**src/rtl/spn_pkg.sv**
```systemverilog
// Shared types and constants for the 4-lane block transpose network.
package spn_pkg;

    localparam int unsigned LANES              = 4;
    localparam int unsigned DEFAULT_DATA_WIDTH = 16;
    localparam int unsigned IDX_W              = 2;
    localparam int unsigned NUM_BANKS          = 2;

    typedef logic [DEFAULT_DATA_WIDTH-1:0] lane_t;
    typedef lane_t [LANES-1:0]             beat_t;
    typedef logic [IDX_W-1:0]              idx_t;
    typedef logic                          bank_idx_t;

endpackage

```
**src/rtl/spn_bank.sv**
```systemverilog
// One 4x4 element block: whole rows are written, whole columns are read.
module spn_bank
    import spn_pkg::*;
#(
    parameter int unsigned DATA_WIDTH = DEFAULT_DATA_WIDTH
) (
    input  logic                             clk,
    input  logic                             wr_en,
    input  idx_t                             wr_row,
    input  logic [LANES-1:0][DATA_WIDTH-1:0] wr_data,
    input  idx_t                             rd_col,
    output logic [LANES-1:0][DATA_WIDTH-1:0] rd_data_c
);

    // mem[row][lane]; contents are data only and need no reset
    logic [LANES-1:0][LANES-1:0][DATA_WIDTH-1:0] mem;

    // Row write: one input beat lands in one row
    always_ff @(posedge clk) begin
        if (wr_en) begin
            mem[wr_row] <= wr_data;
        end
    end

    // Column read: lane l of the output beat is row l of the selected column
    always_comb begin
        for (int l = 0; l < int'(LANES); l++) begin
            rd_data_c[l] = mem[l][rd_col];
        end
    end

endmodule

```
**src/rtl/spn_transpose4.sv**
```systemverilog
// Streaming 4x4 block transpose with two ping-pong banks.
// Optional macro SPN_OUT_REG_EN adds one more output register stage.
module spn_transpose4
    import spn_pkg::*;
#(
    parameter int unsigned DATA_WIDTH = DEFAULT_DATA_WIDTH
) (
    input  logic                  clk,
    input  logic                  rst,
    input  logic [DATA_WIDTH-1:0] input_stream  [3:0],
    input  logic                  valid_in,
    output logic [DATA_WIDTH-1:0] output_stream [3:0],
    output logic                  valid_out
);

    logic                             valid_d1;
    idx_t                             wr_cnt;
    idx_t                             rd_cnt;
    bank_idx_t                        wr_ptr;
    bank_idx_t                        rd_ptr;
    logic [NUM_BANKS-1:0]             full;
    logic [NUM_BANKS-1:0]             full_nxt_c;
    logic                             read_c;
    logic                             wr_last_c;
    logic                             rd_last_c;
    logic                             wr_en0_c;
    logic                             wr_en1_c;
    logic [LANES-1:0][DATA_WIDTH-1:0] wr_beat_c;
    logic [LANES-1:0][DATA_WIDTH-1:0] rd_beat0_c;
    logic [LANES-1:0][DATA_WIDTH-1:0] rd_beat1_c;
    logic [LANES-1:0][DATA_WIDTH-1:0] rd_beat_c;
    logic [DATA_WIDTH-1:0]            out_q [3:0];
    logic                             valid_q;

    // Pack the input lanes into a beat and decode per-bank write enables
    always_comb begin
        for (int l = 0; l < int'(LANES); l++) begin
            wr_beat_c[l] = input_stream[l];
        end
        wr_en0_c  = valid_d1 && (wr_ptr == 1'b0);
        wr_en1_c  = valid_d1 && (wr_ptr == 1'b1);
        wr_last_c = valid_d1 && (wr_cnt == idx_t'(LANES - 1));
        read_c    = full[rd_ptr];
        rd_last_c = read_c && (rd_cnt == idx_t'(LANES - 1));
        rd_beat_c = (rd_ptr == 1'b1) ? rd_beat1_c : rd_beat0_c;
    end

    spn_bank #(.DATA_WIDTH(DATA_WIDTH)) u_bank0 (
        .clk       (clk),
        .wr_en     (wr_en0_c),
        .wr_row    (wr_cnt),
        .wr_data   (wr_beat_c),
        .rd_col    (rd_cnt),
        .rd_data_c (rd_beat0_c)
    );

    spn_bank #(.DATA_WIDTH(DATA_WIDTH)) u_bank1 (
        .clk       (clk),
        .wr_en     (wr_en1_c),
        .wr_row    (wr_cnt),
        .wr_data   (wr_beat_c),
        .rd_col    (rd_cnt),
        .rd_data_c (rd_beat1_c)
    );

    // Bank-full flags: freed after the last column, set on the last row
    always_comb begin
        full_nxt_c = full;
        if (rd_last_c) begin
            full_nxt_c[rd_ptr] = 1'b0;
        end
        if (wr_last_c) begin
            full_nxt_c[wr_ptr] = 1'b1;
        end
    end

    // Write side: valid pipeline, row counter and write bank pointer
    always_ff @(posedge clk) begin
        if (rst) begin
            valid_d1 <= 1'b0;
            wr_cnt   <= '0;
            wr_ptr   <= 1'b0;
            full     <= '0;
        end else begin
            valid_d1 <= valid_in;
            full     <= full_nxt_c;
            if (valid_d1) begin
                wr_cnt <= wr_cnt + idx_t'(1);
            end
            if (wr_last_c) begin
                wr_ptr <= ~wr_ptr;
            end
        end
    end

    // Read side: stream four columns of a full bank into the output register
    always_ff @(posedge clk) begin
        if (rst) begin
            rd_cnt  <= '0;
            rd_ptr  <= 1'b0;
            valid_q <= 1'b0;
            for (int l = 0; l < int'(LANES); l++) begin
                out_q[l] <= '0;
            end
        end else if (read_c) begin
            rd_cnt  <= rd_cnt + idx_t'(1);
            valid_q <= 1'b1;
            for (int l = 0; l < int'(LANES); l++) begin
                out_q[l] <= rd_beat_c[l];
            end
            if (rd_last_c) begin
                rd_ptr <= ~rd_ptr;
            end
        end else begin
            valid_q <= 1'b0;
        end
    end

`ifdef SPN_OUT_REG_EN
    logic [DATA_WIDTH-1:0] out2_q [3:0];
    logic                  valid2_q;

    // Extra retiming stage on the output beat and its valid
    always_ff @(posedge clk) begin
        if (rst) begin
            valid2_q <= 1'b0;
            for (int l = 0; l < int'(LANES); l++) begin
                out2_q[l] <= '0;
            end
        end else begin
            valid2_q <= valid_q;
            for (int l = 0; l < int'(LANES); l++) begin
                out2_q[l] <= out_q[l];
            end
        end
    end

    // Drive ports from the last register stage
    always_comb begin
        valid_out = valid2_q;
        for (int l = 0; l < int'(LANES); l++) begin
            output_stream[l] = out2_q[l];
        end
    end
`else
    // Drive ports from the output register
    always_comb begin
        valid_out = valid_q;
        for (int l = 0; l < int'(LANES); l++) begin
            output_stream[l] = out_q[l];
        end
    end
`endif

endmodule

```
**config.mk**
```make
export PLATFORM = sky130hd
export DESIGN_NAME = spn_transpose4
export DESIGN_NICKNAME = d
export VERILOG_FILES = /design/src/rtl/spn_pkg.sv /design/src/rtl/spn_bank.sv /design/src/rtl/spn_transpose4.sv
export SDC_FILE = /design/constraint.sdc
export NUM_CORES = 1
export LEC_CHECK = 0
export BUFFER_PORTS_ARGS = -buffer_cell sky130_fd_sc_hd__clkbuf_2
export CORE_AREA = 4 4 229 231
export CTS_CLUSTER_SIZE = 28
export DETAILED_ROUTE_END_ITERATION = 12
export DIE_AREA = 0 0 233 235
export SYNTH_ARGS = -nofsm -noshare
export SYNTH_HDL_FRONTEND = slang
export SYNTH_SLANG_ARGS = --single-unit
```
**constraint.sdc**
```tcl
create_clock -name clk -period 6.64 [get_ports clk]
set_input_delay 1.328 -clock clk [delete_from_list [all_inputs] [get_ports clk]]
set_output_delay 1.328 -clock clk [all_outputs]
set_load 0.03 [all_outputs]
```
After elaboration in Yosys (flattened, before gate mapping)
Memories as Yosys holds them, arrays and structs flattened.
Index checks and enable logic that the tools add are counted.
{ "totals": {"ramBits": 64, "regBits": 522, "n_memories": 1, "rom_bits": 0, "output_inout_bits": 65, "inputBits": 67, "latch_bits": 0, "wordCells": 106} }
{ "mem_list": {"columns": ["memory", "depth", "word_bits", "rd", "rd_ports_with_merged_regs", "write_ports", "line_no", "source"], "rows": [
  ["out_q", 4, 16, 4, 0, 4, "spn_transpose4.sv:32", "logic [DATA_WIDTH-1:0] out_q [3:0];"]
]} }
{ "op_classes": {"div": 0, "n_addsub": 2, "n_eq_ne": 2, "shift": 0, "bitwise": 9, "reduce_logical": 8, "multipliers": 0, "mux": 38, "order_cmp": 7} }
{ "op_table": {"columns": ["operator", "n"], "rows": [
  ["$bwmux W256", 2],
  ["$bmux W16 S2", 8],
  ["$mux W16", 12],
  ["$demux W64 S2", 1],
  ["$mux W64", 2],
  ["$mux W1", 9],
  ["$logic_and A1 B1 Y1", 7],
  ["$lt A2 B3 Y1 const B", 2],
  ["$add A2 B1 Y2 const B", 2],
  ["$eq A2 B2 Y1 const B", 2],
  ["$lt A1 B2 Y1 const B", 2],
  ["$mux W2", 2],
  ["$or A1 B1 Y1", 4],
  ["$and A2 B2 Y2", 1],
  ["$demux W1 S1", 2],
  ["$ge A1 B1 Y1 const B", 2],
  ["$ge A2 B1 Y1 const B", 1],
  ["$not A1 Y1", 2],
  ["$not A2 Y2", 1],
  ["$or A2 B2 Y2", 1],
  ["$reduce_and A2 Y1", 1]
]} }

Depth between registers and ports, before layout
{ "depth": {"depth_word": 9, "ltp_mapped": 6, "depth_no_buf": 4} }

Hierarchy
From an unflattened synthesis, not the netlist that was laid out.
{ "hier_totals": {"hier_cells": 923, "hier_area_um2": 21983.6} }
{ "modules_own_cells": {"columns": ["module", "seq_area_each_um2", "area_per_inst_um2", "cells_each", "n_inst"], "rows": [
  ["spn_bank", 7687.4, 9341.5, 338, 2],
  ["spn_transpose4", 2122.0, 3300.7, 247, 1]
]} }

Worst setup path before layout
OpenSTA, ideal clock, no wires.
{ "synth_path": {"kind": "input -> register", "startpoint": "input port rst", "endpoint": "memory out_q[0][0] (netlist bit) (enable)", "n_path_buf": 1, "setup_time_ns": 0.432, "slack_ns": 3.007, "arrival_time_ns": 3.200, "path_stages": 2, "t_required_ns": 6.208, "cell_sequence": "clkbuf_1 nand2b_1"} }
{ "synth_rtl": {"columns": ["element", "line_no", "source"], "rows": [
  ["from (decl)", "spn_transpose4.sv:9", "input logic rst,"],
  ["to (decl)", "spn_transpose4.sv:32", null]
]} }

==> results.json <==
{
  "status": "completed",
  "antenna_left": 0,
  "synth_top_area_share_pct": 77.24,
  "synthArstFlopShare_pct": 0,
  "clock-skew-final_ns": 0.01215,
  "grt_max_degree": 99,
  "synth_ff_type": "edfxtp_1",
  "die_width_um": 233,
  "powerDensity_mw_per_mm2": 286.8,
  "worstSkewPairLatency_ns": 0.60,
  "tightest_slew_ns": 1.114,
  "ys_seq_elements": 586,
  "yosysUniqueCellTypes": 29,
  "routedWlPerCell_um": 24.22,
  "fmax_mhz": 337.2,
  "drtIter0Drc": 813,
  "overflow": 0,
  "die-area_mm2": 0.05476,
  "fp.dieH_um": 235,
  "cts_setup_buffers": 0,
  "synthCells": 1144,
  "antenna_found_initial": 6,
  "drt-total-wl_mm": 48.39,
  "layout_setup_ws_ns": 3.674,
  "yosys-top-cells-count": "edfxtp_1, mux2i_1, mux2_2",
  "place.gp.congestion": 0.7338,
  "globalRouteTotalUtil_pct": 17.38,
  "numCtsBuffers": 56,
  "ff_latch_area_mm2": 0.01750,
  "area.growth.synth_to_final_pct": 13.40,
  "slowest_stage": "dfxtp_4",
  "min_path_type": "register to register",
  "vias": 10782,
  "critical_path_arrival_ns": 3.29,
  "grt_pass1_vias": 10699,
  "cts_max_level": 2,
  "synth_warnings": 0,
  "finalHoldViolations": 0,
  "grt_first_pass_wirelength_mm": 71.10,
  "synth.largest_area_cell": "edfxtp_1",
  "syn_nets": 1216,
  "dp_hpwl_mm": 26.63,
  "cts_root_buffer": "clkbuf_16",
  "detail_route.first_pass.iterations": 5,
  "start_kind": "register",
  "finalCritPeriodShare_pct": 44.66,
  "timing_worst_setup_path_type": "register to register",
  "row_count": 82,
  "io_pins": 132,
  "coreArea_mm2": 0.05007,
  "initial_core_util_pct": 44.73,
  "cp_top_family": "flip-flops",
  "finalCoreUtilization_pct": 50.72,
  "period_needed_ns": 2.966,
  "cp-end-kind": "register",
  "synth.area.top_cells": "edfxtp_1, mux2_2, mux2i_1, a22o_1, nor3_2",
  "cts_resized": 0,
  "slowest_delay_ns": 0.97,
  "rrSetupSlack_ns": 3.67,
  "required_ns": 6.97,
  "drv_slew": 0,
  "setup_tns_ns": 0,
  "multiInputGateArea_mm2": 0.004577,
  "synth_area_mm2": 0.02239,
  "synth-edff-count": 576,
  "drc_errors": 0,
  "leakage_uw": 0.008004,
  "drive_above_1_share_pct": 30.44,
  "synth.most_common_cell": "edfxtp_1",
  "cts_tree": "yes",
  "path_buf_inv": 1,
  "place_ws_ns": 3.356,
  "cts-hold-fix-buffers": 0,
  "drv_cap": 0,
  "rsz0062_at_grt": "no",
  "fillers": 4113,
  "cp_cell_sequence": "buf_4 -> mux2_2 -> o22ai_1 -> nor3_2",
  "io_buffer_count": 131,
  "vdd_drop_max_v": 0.0001668,
  "setup_viol": 0,
  "avgSynthCellArea_um2": 19.58,
  "nets": 1351,
  "yosysSeqAreaShare_pct": 78.13,
  "slew_headroom_pct": 25.70,
  "worst-path-max-fanout": 64,
  "viasPerCell": 5.396,
  "clk_pin_slew_worst_paths_ns": 0.06,
  "clockBufferDepth": 3,
  "clock-sinks": 586
}
[cell type report]
cell class              instances  area share (%)
multi-input cells             488           18.02
flip-flops and latches        586           68.91
repair buffers                142           2.956
clock buffers                  76           6.021
inverters                       5         0.07390
clock inverters                27          0.6848
diodes                          2         0.01971
well taps                     672           3.311
[layer usage]
layer / wire length [um] / GRT usage [%] / up-vias / part of all wire (%)
met5: 41 / 0 / - / 0.085
met4: 998 / 5.126 / 6 / 2.1
met3: 2485 / 3.307 / 66 / 5.1
met2: 22020 / 25.47 / 241 / 46
met1: 22840 / 26.59 / 5587 / 47
li1: - / - / 4882 / -
[state kept, by name (all words and copies together) (netlist names)]
| register | cells |
|---|---|
| valid_d1 | 1 |
| full | 2 |
| rd_ptr | 1 |
| out_q | 64 |
| valid_out | 1 |
| rd_cnt | 2 |
| u_bank0.mem | 256 |
| wr_cnt | 2 |
| u_bank1.mem | 256 |
| wr_ptr | 1 |
[worst reg2reg max path: stages, from the launching register on]
cell	delay [ns]
dfxtp_4	0.97
buf_4	0.96
mux2_2	0.52
o22ai_1	0.18
nor3_2	0.07
[logic make-up after synthesis]
kind of cell / share of synthesized area, %
fa+ha+maj: 0.2794
buf+inv: 1.676
simple gates: 3.084
compound gates: 4.442
mux: 12.31
xor+xnor: 0.07824
flops: 78.13
[placed cells by master (no fill, tap or decap), types with 4 or more instances in the layout]
master / netlist / routed
mux2i_1: 130 / 130
and3_4: 0 / 4
o22ai_1: 64 / 64
ha_1: 5 / 5
mux2_2: 128 / 128
nor3_2: 49 / 49
edfxtp_1: 576 / 576
clkbuf_1: 22 / 17
a22o_1: 64 / 64
clkinv_1: 0 / 18
inv_1: 5 / 4
dfxtp_1: 10 / 9
nor3_1: 15 / 15
clkbuf_16: 0 / 58
a21oi_1: 4 / 4
clkinv_2: 0 / 6
nand2_1: 5 / 4
buf_4: 11 / 10
nor2_1: 5 / 5
clkbuf_2: 0 / 131
[report_power, final]
group          internal [uW]  total (uW)  switching (uW)
Sequential              4110        4130            17.7
Clock                   1680        2970            1290
Combinational           45.5         181             136
Total                   5840        7280            1440
[path summary, 6_finish.rpt]
check	cells past startpoint	from	to
worst max-delay path	4	rd_cnt[0]	out_q[3][5]
worst min-delay path	1	full[1]	rd_ptr
worst max register to register	4	rd_cnt[0]	out_q[3][5]
worst min register to register	1	full[1]	rd_ptr
[per-stage QoR]
stage	instance area (um^2)	std cells	hold slack, ns	power, uW
2_1_floorplan	22390	1144	0.4709	4287
3_3_place_gp	23690	1893	0.4897	4391
3_5_place_dp	23690	1893	0.5138	4396
4_1_cts	25390	1996	0.5252	7354
5_1_grt	25400	1998	0.5525	7513
6_report	25400	1998	0.5290	7283
Note: power is estimated with default switching activity, not from simulation.
